$ cat src/rtl/keypad_pkg.sv
// Shared types and helpers for the 4x4 keypad scan driver.
package keypad_pkg;

  localparam int unsigned ROWS = 4;
  localparam int unsigned COLS = 4;

  typedef enum logic [1:0] {
    SCAN    = 2'd0,
    CONFIRM = 2'd1,
    HELD    = 2'd2
  } kp_state_t;

  // Column index of a one-hot return; 0 for anything not one-hot.
  function automatic logic [1:0] onehot_to_idx(input logic [3:0] v);
    logic [1:0] idx;
    case (v)
      4'b0001: idx = 2'd0;
      4'b0010: idx = 2'd1;
      4'b0100: idx = 2'd2;
      4'b1000: idx = 2'd3;
      default: idx = 2'd0;
    endcase
    return idx;
  endfunction

  // True when exactly one bit is set.
  function automatic logic is_onehot(input logic [3:0] v);
    return (v != 4'd0) && ((v & (v - 4'd1)) == 4'd0);
  endfunction

endpackage

$ cat src/rtl/sync2.sv
// Two-flop synchronizer for asynchronous inputs, parameterized width.
module sync2 #(
  parameter int unsigned WIDTH = 1
) (
  input  logic             clk,
  input  logic             n_reset,
  input  logic [WIDTH-1:0] d,
  output logic [WIDTH-1:0] q
);

  logic [WIDTH-1:0] meta_q;
  logic [WIDTH-1:0] sync_q;

  // Two back-to-back flops to settle metastability.
  always_ff @(posedge clk or negedge n_reset) begin
    if (!n_reset) begin
      meta_q <= '0;
      sync_q <= '0;
    end else begin
      meta_q <= d;
      sync_q <= meta_q;
    end
  end

  assign q = sync_q;

endmodule

$ cat src/rtl/keypad_scanner.sv
// 4x4 keypad row scanner: rotates a one-hot row drive, freezes on a
// one-hot column return, debounces press and release, and emits one
// encoded key event per accepted press.
module keypad_scanner
  import keypad_pkg::*;
#(
  parameter int unsigned SCAN_DIV = 27000,
  parameter int unsigned DEBOUNCE = 270000
) (
  input  logic       clk,
  input  logic       n_reset,
  input  logic [3:0] columnas,
  output logic [3:0] filas,
  output logic [3:0] key_code,
  output logic       key_valid,
  output logic       key_held
);

  localparam int unsigned DIV_W = $clog2(SCAN_DIV);
  localparam int unsigned DEB_W = $clog2(DEBOUNCE);
  localparam logic [DIV_W-1:0] DIV_LAST = DIV_W'(SCAN_DIV - 1);
  localparam logic [DEB_W-1:0] DEB_LAST = DEB_W'(DEBOUNCE - 1);

  logic [3:0]       cs;
  kp_state_t        state_q, state_d;
  logic [DIV_W-1:0] div_q, div_d;
  logic [DEB_W-1:0] deb_q, deb_d;
  logic [1:0]       row_q, row_d;
  logic [1:0]       col_q, col_d;
  logic [3:0]       filas_q, filas_d;
  logic [3:0]       pat_q, pat_d;
  logic [3:0]       code_q, code_d;
  logic             valid_q, valid_d;
  logic             held_q, held_d;

  logic div_done, deb_done, cs_match, cs_zero;

  sync2 #(
    .WIDTH(4)
  ) u_sync (
    .clk    (clk),
    .n_reset(n_reset),
    .d      (columnas),
    .q      (cs)
  );

  assign div_done = (div_q == DIV_LAST);
  assign deb_done = (deb_q == DEB_LAST);
  assign cs_match = (cs == pat_q);
  assign cs_zero  = (cs == 4'd0);

  // State register.
  always_ff @(posedge clk or negedge n_reset) begin
    if (!n_reset) state_q <= SCAN;
    else          state_q <= state_d;
  end

  // Next-state decode.
  always_comb begin
    state_d = state_q;
    unique case (state_q)
      SCAN:    if (div_done && is_onehot(cs)) state_d = CONFIRM;
      CONFIRM: begin
        if (!cs_match)    state_d = SCAN;
        else if (deb_done) state_d = HELD;
      end
      HELD:    if (cs_zero && deb_done) state_d = SCAN;
      default: state_d = SCAN;
    endcase
  end

  // Counters, row drive and key outputs for the next cycle.
  always_comb begin
    div_d   = div_q;
    deb_d   = deb_q;
    row_d   = row_q;
    col_d   = col_q;
    filas_d = filas_q;
    pat_d   = pat_q;
    code_d  = code_q;
    valid_d = 1'b0;
    held_d  = held_q;
    unique case (state_q)
      SCAN: begin
        if (div_done) begin
          div_d = '0;
          if (is_onehot(cs)) begin
            // Row stays put so the confirm phase sees the same key.
            col_d = onehot_to_idx(cs);
            pat_d = cs;
            deb_d = '0;
          end else begin
            row_d   = row_q + 2'd1;
            filas_d = {filas_q[2:0], filas_q[3]};
          end
        end else begin
          div_d = div_q + DIV_W'(1);
        end
      end
      CONFIRM: begin
        if (!cs_match) begin
          div_d = '0;
        end else if (deb_done) begin
          code_d  = {row_q, col_q};
          valid_d = 1'b1;
          held_d  = 1'b1;
          deb_d   = '0;
        end else begin
          deb_d = deb_q + DEB_W'(1);
        end
      end
      HELD: begin
        // Any activity, including a second key, restarts the release count.
        if (!cs_zero) begin
          deb_d = '0;
        end else if (deb_done) begin
          held_d  = 1'b0;
          row_d   = row_q + 2'd1;
          filas_d = {filas_q[2:0], filas_q[3]};
          div_d   = '0;
          deb_d   = '0;
        end else begin
          deb_d = deb_q + DEB_W'(1);
        end
      end
      default: ;
    endcase
  end

  // Datapath registers.
  always_ff @(posedge clk or negedge n_reset) begin
    if (!n_reset) begin
      div_q   <= '0;
      deb_q   <= '0;
      row_q   <= 2'd0;
      col_q   <= 2'd0;
      filas_q <= 4'b0001;
      pat_q   <= 4'd0;
      code_q  <= 4'h0;
      valid_q <= 1'b0;
      held_q  <= 1'b0;
    end else begin
      div_q   <= div_d;
      deb_q   <= deb_d;
      row_q   <= row_d;
      col_q   <= col_d;
      filas_q <= filas_d;
      pat_q   <= pat_d;
      code_q  <= code_d;
      valid_q <= valid_d;
      held_q  <= held_d;
    end
  end

  assign filas     = filas_q;
  assign key_code  = code_q;
  assign key_valid = valid_q;
  assign key_held  = held_q;

endmodule

$ cat config.mk
export PLATFORM = sky130hd
export DESIGN_NAME = keypad_scanner
export DESIGN_NICKNAME = d
export VERILOG_FILES = /design/src/rtl/keypad_pkg.sv /design/src/rtl/sync2.sv /design/src/rtl/keypad_scanner.sv
export SDC_FILE = /design/constraint.sdc
export NUM_CORES = 1
export LEC_CHECK = 0
export CAP_MARGIN = 20
export CELL_PAD_IN_SITES_DETAIL_PLACEMENT = 1
export CELL_PAD_IN_SITES_GLOBAL_PLACEMENT = 2
export CORE_AREA = 3 3 127 99
export DETAILED_ROUTE_END_ITERATION = 10
export DIE_AREA = 0 0 130 102
export GPL_ROUTABILITY_DRIVEN = 0
export GPL_TIMING_DRIVEN = 1
export PLACE_DENSITY_LB_ADDON = 0.3
export REMOVE_ABC_BUFFERS = 1
export SYNTH_ARGS = -nofsm -noshare
export SYNTH_HDL_FRONTEND = slang
export SYNTH_SLANG_ARGS = --single-unit
$ cat constraint.sdc
create_clock -name clk -period 5.9 [get_ports clk]
set_input_delay 1.77 -clock clk [delete_from_list [all_inputs] [get_ports clk]]
set_output_delay 1.77 -clock clk [all_outputs]
set_load 0.05 [all_outputs]
Yosys cells after proc, flatten, opt, wreduce, memory -nomap -nowiden
Cells that the tools add are included.

Register bits after elaboration: 62. Input bits: 6. Output and inout port bits: 10.

Bitwise gates (word level): 1. $add $sub $neg: 4. Multiplexer cells: 35. Equal/unequal tests: 19. Reductions and logical operators: 17.

Operators with widths (count): $mux W19 (5); $mux W15 (4); $pmux W19 S3 (1); $pmux W15 S3 (1); $ne A2 B2 Y1 const B (10); $add A19 B1 Y19 const B (1); $eq A19 B19 Y1 const B (1); $mux W2 (8); $mux W4 (4); $add A15 B1 Y15 const B (1); $eq A15 B15 Y1 const B (1); $pmux W2 S3 (2); $reduce_and A5 Y1 (2); $reduce_and A3 Y1 (3); $logic_not A4 Y1 (2); $pmux W4 S2 (1); $reduce_and A4 Y1 (2); $mux W1 (7); $and A4 B4 Y4 (1); $eq A4 B2 Y1 const B (1); $eq A4 B3 Y1 const B (1); $eq A4 B4 Y1 (1); $eq A4 B4 Y1 const B (1); $pmux W2 S2 (1); other kinds (11) (14).

Depth between registers and ports, before layout
Gate-level depths: netlist of the first run.

Depth after elaboration: 7. Gate-level depth with buffers: 9. Mapped depth without buffers: 7.

Hierarchy
A second synthesis of the first run with hierarchy kept.

Cells, all modules: 327. Area, all modules: 3228.1 um^2.

By module, submodules not included: keypad_scanner (cells an instance 319, times used 1, area an instance 3027.9 um^2); sync2 (cells an instance 8, times used 1, area an instance 200.2 um^2).

Least setup slack after synthesis of the first run
OpenSTA, ideal clock, no wires.

Path type: register -> register. Start point: register div_q[9]. End point: register deb_q[18]. Buffers on the path: 2. Required time: 5.779 ns. Cell stages (with the launch flop): 8. Slack: 3.432 ns. Data arrival time: 2.347 ns. Clock period less this slack: 2.468 ns. Cell sequence: dfrtp_1 -> buf_6 -> or4b_4 -> or4_4 -> o21ai_1 -> buf_2 -> o211ai_1 -> a22o_1.

Longest elaborated chain between the ends: 3.

Ends and longest elaborated chain: start: declaration (RTL line keypad_scanner.sv:26) `logic [DIV_W-1:0] div_q, div_d;`; start signal: assignment (RTL line keypad_scanner.sv:143) `div_q <= div_d;`; $eq A15 B15 Y1 (RTL line keypad_scanner.sv:47) `assign div_done = (div_q == DIV_LAST);`; $ne A2 B2 Y1 (no source line); $reduce_and A4 Y1 (no source line); end signal: assignment (RTL line keypad_scanner.sv:134) `deb_q <= '0;`; end signal: assignment (RTL line keypad_scanner.sv:144) `deb_q <= deb_d;`; end: declaration (RTL line keypad_scanner.sv:27) `logic [DEB_W-1:0] deb_q, deb_d;`.

No other way between the ends. A chain may end at the register's enable or synchronous reset.

Final worst setup path of the first run
Start point: register filas_q[0] (netlist: filas[0]). End point: output port filas[0].

RTL lines: start: declaration (RTL line keypad_scanner.sv:30) `logic [3:0] filas_q, filas_d;`; start signal: assignment (RTL line keypad_scanner.sv:147) `filas_q <= filas_d;`; end: declaration (RTL line keypad_scanner.sv:13) `output logic [3:0] filas,`.

No word-level cell between the ends.

==> metrics.yaml, run 1 <==
routing:
  wl_per_cell_microns: 18.4
  vias: 2798
  routed_via_density: 5.69
  drt_iter0_markers: 166
  wl_mm: 9.05
  dr.pass1.iters: 4
  drc: 0
  ant_nets: 0
timing:
  timing.setup.tns_ps: 0
  rsz0062_at_grt: "false"
  final_hold_viol_count: 0
  setup_viol: 0
  fin_crit_ps: 3430
  slew_headroom_pct: 30.8
  period_share_pct: 58.1
  drv_slew: 0
  fin_skew_ps: 5.83
  timing.fmax_ghz: 0.292
  max_slew.worst_pin.slew_ps: 1040
final_layout:
  synthToLayoutAreaGrowth_pct: 16.1
  drive_gt1_share_pct: 12.4
  stdcell_count: 492
  antenna_cells: 0
  nets: 355
  fillers: 1272
clock_tree:
  path_clk_slew_ps: 50
  cts_max_level: 3
  hold_buffers: 0
  cts_root_buf: "clkbuf_16"
  post-cts-setup-buffer-count: 0
  numCtsBuffers: 9
  clock_path_buffers: 2
  post_cts_resized: 0
  cts.sinks: 62
  cts_tree: "built"
  insertion_delay_ps: 330
yosys:
  yosysMostFrequentCell: "dfrtp_1"
  async_flop_share_pct: 100
  ys.flop_type: "dfrtp_1"
  yosysSeqAreaShare_pct: 45.8
  yosysUniqueCellTypes: 51
  synth_area_leaders: "dfrtp_1 45%, o31ai_1 5.3%, mux2_2 4.6%, a22o_1 3.6%, nand2_1 2.5%"
  avgSynthCellArea_sq_um: 10.1
  synth.largest_area_cell: "dfrtp_1"
  synth-edff-count: 0
  synth_seq_cells: 62
  synth_area_sq_um: 3390
  yosysWarnings: 0
  synthCells: 336
  synth_common_cells: "61 x dfrtp_1, 24 x o31ai_1, 23 x nand2_1"
  synth_top_area_share_pct: 45.0
setup_path:
  path_class: "register to primary output"
  start_kind: "register"
  r2r_setup_slack_ps: 2730
  cp.depth: 1
  cp_top_family: "buffers and inverters"
  worst-path-buf-inv: 1
  reg2regPathDepth: 5
  cp_data_arrival_time_ps: 1660
  r2r_end: "div_q[9]$_DFFE_PN0P_"
  cpMaxStageDelayCell: "clkdlybuf4s50_1"
  path_cells: "clkdlybuf4s50_1"
  cp.required_ps: 4130
  reg2reg_from: "deb_q[0]$_DFFE_PN0P_"
  endpoint_kind: "primary output"
  crit_fanout: 3
  crit_start: "filas[0]$_DFFE_PN1P_"
  slowest_delay_ps: 790
die:
  die_y_microns: 102
  placementRows: 34
  pin_count: 16
  die_area_sq_um: 13300
  core_sq_um: 11400
  die_w_microns: 130
  start_util_pct: 29.7
pwr:
  p_leak_nw: 1.55
  internal_power_mw: 0.758
  swShare_pct: 21.3
  power_frac_comb_pct: 1.8
  pwr-share-seq_pct: 44.9
  p_sw_mw: 0.205
  clock_power_share_pct: 53.3
  irDropWorstVdd_mv: 0.133
  cellPowerDensity_nw_per_um2: 244
worst_hold_path:
  holdPathEnd: "u_sync.q[0]$_DFF_PN0_"
  min-delay-start: "u_sync.meta_q[0]$_DFF_PN0_"
  hold_depth: 0
  hold_class: "register to register"
place:
  dp_hpwl_mm: 6.19
  port_buffers: 15
  dp.cells: 476
global_routing:
  grt_pass1_wl_mm: 15.4
  grt_max_degree: 63
  first_global_vias: 2893
  grt.total_usage_pct: 14.9
  antenna_found_initial: 0
  grt.overflow.total: 0
status:
  run_status: "finished, final reports clean"
run:
  maxCapViolCount: 0
[metal layers]
metal	vias to the layer above	share of wire [%]	GRT usage, %
li1	1317	-	-
met1	1427	53	21.7
met2	42	42	21.3
met3	12	3.5	3.92
met4	0	1.5	5.35
met5	-	0	0
[worst max path at each step]
stage	end	slack, ps
floorplan	div_q[2]$_DFFE_PN0P_	2930
global placement	state_q[0]$_DFFE_PN0P_	2720
detailed placement	div_q[9]$_DFFE_PN0P_	2760
CTS	filas[0]	2450
global route	filas[0]	2420
finish	filas[0]	2470
[cell type report]
| type | instances | area (sq um) | share of cell area [%] |
|---|---|---|---|
| timing repair buffer | 20 | 186 | 4.73 |
| clock buffer | 11 | 233 | 5.91 |
| clock inverter | 5 | 50.0 | 1.27 |
| sequential | 62 | 1550 | 39.4 |
| tap | 144 | 180 | 4.57 |
| multi-input combinational | 239 | 1700 | 43.0 |
| inverter | 11 | 41.3 | 1.05 |
[cell families (layout without fill, tap and decap cells)]
group / count (synthesis) / after routing / synth area share [%]
AOI/OAI and AO/OA: 95 / 95 / 21.1
muxes: 14 / 14 / 4.65
adders and majority gates: 6 / 6 / 2.21
and+or+nand+nor: 116 / 116 / 19.5
xor gates and xnor gates: 8 / 8 / 2.06
DFF: 62 / 62 / 45.8
buffers and inverters: 35 / 47 / 4.72
[metrics by stage]
step                setup WS, ps  area, sq um  util (%)  hold WS [ps]  total power, mW
floorplan                   2930         3270         -           331            0.443
global placement            2720         3640      31.9           332            0.458
detailed placement          2760         3660      31.9           336            0.458
CTS                         2450         3940      34.4           348            0.984
global route                2420         3940      34.4           354             1.01
finish                      2470         3940      34.4           347            0.963
[registers in the layout (all words and copies together), names as in the netlist]
register / flops
key_code: 4
key_valid: 1
key_held: 1
row_q: 2
deb_q: 19
div_q: 15
u_sync.q: 4
pat_q: 4
filas: 4
u_sync.meta_q: 4
col_q: 2
state_q: 2
[power groups by stage]
stage               logic [mW]  registers (mW)  clock network [mW]
floorplan              0.00485           0.439                   0
global placement        0.0183           0.439                   0
detailed placement      0.0185           0.440                   0
CTS                     0.0186           0.432               0.533
global route            0.0211           0.433               0.552
finish                  0.0177           0.432               0.513
[placed cells by master, fill, tap and decap left out, types with 6 or more instances in the layout]
cell type        synthesis  final
dfrtp_1                 61     61
o21ai_0                  6      6
nand2_1                 23     23
a22o_1                  14     14
inv_1                   11     11
nand4_1                 10     10
nor3_1                  12     12
mux2_2                  14     14
nand3_1                 11     11
o211ai_1                10     10
a31oi_1                  7      7
clkdlybuf4s50_1          0     14
ha_1                     6      6
nor2_1                  21     21
clkbuf_16                0      9
o31ai_1                 24     24
nor4_1                   8      8
Power figures use the tool's default switching activity.
==> run 2: changes to the inputs <==
==> constraint.sdc (replaced) <==
create_clock -name clk -period 3 [get_ports clk]
set_input_delay 0.9 -clock clk [delete_from_list [all_inputs] [get_ports clk]]
set_output_delay 0.9 -clock clk [all_outputs]
set_load 0.05 [all_outputs]
==> metrics.yaml, run 2 (synthesized netlist as in run 1, its figures left out) <==
global_routing:
  met2_usage_pct: 22.3  # +0.99 points
  grt.overflow.total: 0  # unchanged
  top_usage_layer: "met2"
  grt_pass1_wl_mm: 15.5  # +0.99%
  met3_usage_pct: 3.92  # unchanged
  met1_usage_pct: 21.9  # +0.18 points
  grt_max_degree: 43  # -32%
  antenna_found_initial: 0  # unchanged
  grt.total_usage_pct: 15.2  # +0.29 points
  first_global_vias: 2923  # +1.0%
clock_tree:
  cts.sinks: 62  # unchanged
  cts_max_level: 3  # unchanged
  cts_root_buf: "clkbuf_16"
  post-cts-setup-buffer-count: 0  # unchanged
  hold_buffers: 0  # unchanged
  path_clk_slew_ps: 60  # about the same
  clock_path_buffers: 2  # unchanged
  numCtsBuffers: 9  # unchanged
  insertion_delay_ps: 330  # about the same
  post_cts_resized: 0  # unchanged
  cts_tree: "built"
timing:
  timing.setup.tns_ps: 0  # unchanged
  timing.fmax_ghz: 0.373
  rsz0062_at_grt: "false"
  period_share_pct: 89.3
  drv_slew: 0  # unchanged
  fin_crit_ps: 2680
  setup_viol: 0  # unchanged
  final_hold_viol_count: 0  # unchanged
  fin_skew_ps: 7.98  # +2.15 ps
  setup_ws_ps: 321  # -2150 ps
  slew_headroom_pct: 45.0  # +14 points
  max_slew.worst_pin.slew_ps: 817  # -220 ps
routing:
  drc: 0  # unchanged
  vias: 2837  # +1.4%
  drt_iter0_markers: 176  # +6.0%
  routed_via_density: 5.67  # -0.23%
  ant_nets: 0  # unchanged
  wl_per_cell_microns: 18.6  # +1.2%
  wl_mm: 9.31  # +2.8%
  dr.pass1.iters: 4  # unchanged
setup_path:
  r2r_setup_slack_ps: 320  # -2410 ps
  crit_fanout: 14  # +11
  reg2reg_from: "deb_q[6]$_DFFE_PN0P_"
  start_kind: "register"
  crit_start: "deb_q[6]$_DFFE_PN0P_"
  endpoint_kind: "register"
  path_class: "register to register"
  cp_data_arrival_time_ps: 2900  # +1240 ps
  cp.required_ps: 3220  # -910 ps
  reg2regPathDepth: 5  # unchanged
  r2r_end: "div_q[9]$_DFFE_PN0P_"
  endpoint: "div_q[9]$_DFFE_PN0P_"
pwr:
  cellPowerDensity_nw_per_um2: 514  # +110%
  irDropWorstVdd_mv: 0.267  # +100%
  p_leak_nw: 1.62  # +4.5%
die:
  start_util_pct: 29.7  # unchanged
  die_w_microns: 130  # unchanged
  pin_count: 16  # unchanged
  placementRows: 34  # unchanged
  die_area_sq_um: 13300  # unchanged
  core_sq_um: 11400  # unchanged
  die_y_microns: 102  # unchanged
final_layout:
  antenna_cells: 0  # unchanged
  top_register: "deb_q"
  top_regs: "deb_q x19, div_q x15"
  synthToLayoutAreaGrowth_pct: 20.4
  mostFrequentLayoutCells: "61 x dfrtp_1, 24 x o31ai_1, 23 x nand2_1, 21 x nor2_1"
  largest_register_ffs: 19  # unchanged
  nets: 363  # +2.3%
  drive_gt1_share_pct: 14.6  # +2.3 points
  final_common_cell: "dfrtp_1"
status:
  run_status: "finished, final reports clean"
place:
  pre_cts_ws_ps: 306  # -2450 ps
  dp_hpwl_mm: 6.47  # +4.5%
  port_buffers: 15  # unchanged
run:
  maxCapViolCount: 0  # unchanged
worst_hold_path:
  hold_class: "register to register"
[run 2: where the power goes]
part	leakage [nW]	switching (mW)	internal, mW
clock	0.166	0.379	0.835
sequential	0.830	0.00748	0.842
combinational	0.621	0.0240	0.0131
total	1.62	0.410	1.69
[run 2: worst min path at each step]
stage	from	cells after the start	slack, ps	endpoint
floorplan	u_sync.meta_q[0]$_DFF_PN0_	0	330	u_sync.q[0]$_DFF_PN0_
global placement	u_sync.meta_q[3]$_DFF_PN0_	0	330	u_sync.q[3]$_DFF_PN0_
detailed placement	u_sync.meta_q[3]$_DFF_PN0_	0	340	u_sync.q[3]$_DFF_PN0_
CTS	u_sync.meta_q[3]$_DFF_PN0_	0	350	u_sync.q[3]$_DFF_PN0_
global route	u_sync.meta_q[3]$_DFF_PN0_	0	350	u_sync.q[3]$_DFF_PN0_
finish	u_sync.meta_q[3]$_DFF_PN0_	0	340	u_sync.q[3]$_DFF_PN0_
[run 2: layout make-up]
cell class                 count  area, sq um
sequential                    62         1550
clock inverter                 5          106
multi-input combinational    239         1700
timing repair buffer          28          268
inverter                      11         41.3
clock buffer                  11          243
tap                          144          180
fill                        1278         7360
[run 2: routing by layer]
layer  wire [microns]  up-vias
met2             3890       44
li1                 -     1326
met1             4980     1452
met3              302       15
met4              133        0
met5                0        -
[run 2: critical path: stages, from the launching register on]
cell and delay [ps]:
dfrtp_1 460, nor4b_2 330, nand4_1 270, o41a_1 460
or3_1 610, o41ai_1 430
[run 2: stage by stage]
| stage | cells | power (mW) | hold WS, ps | cell area [sq um] | util, % |
|---|---|---|---|---|---|
| after CTS | 500 | 2.14 | 346 | 4090 | 35.7 |
| after global placement | 484 | 0.903 | 333 | 3740 | 32.7 |
| after global routing | 500 | 2.18 | 352 | 4090 | 35.7 |
| after detailed placement | 484 | 0.903 | 337 | 3740 | 32.7 |
| final | 500 | 2.10 | 341 | 4090 | 35.7 |
| after floorplan | 312 | 0.872 | 331 | 3270 | - |
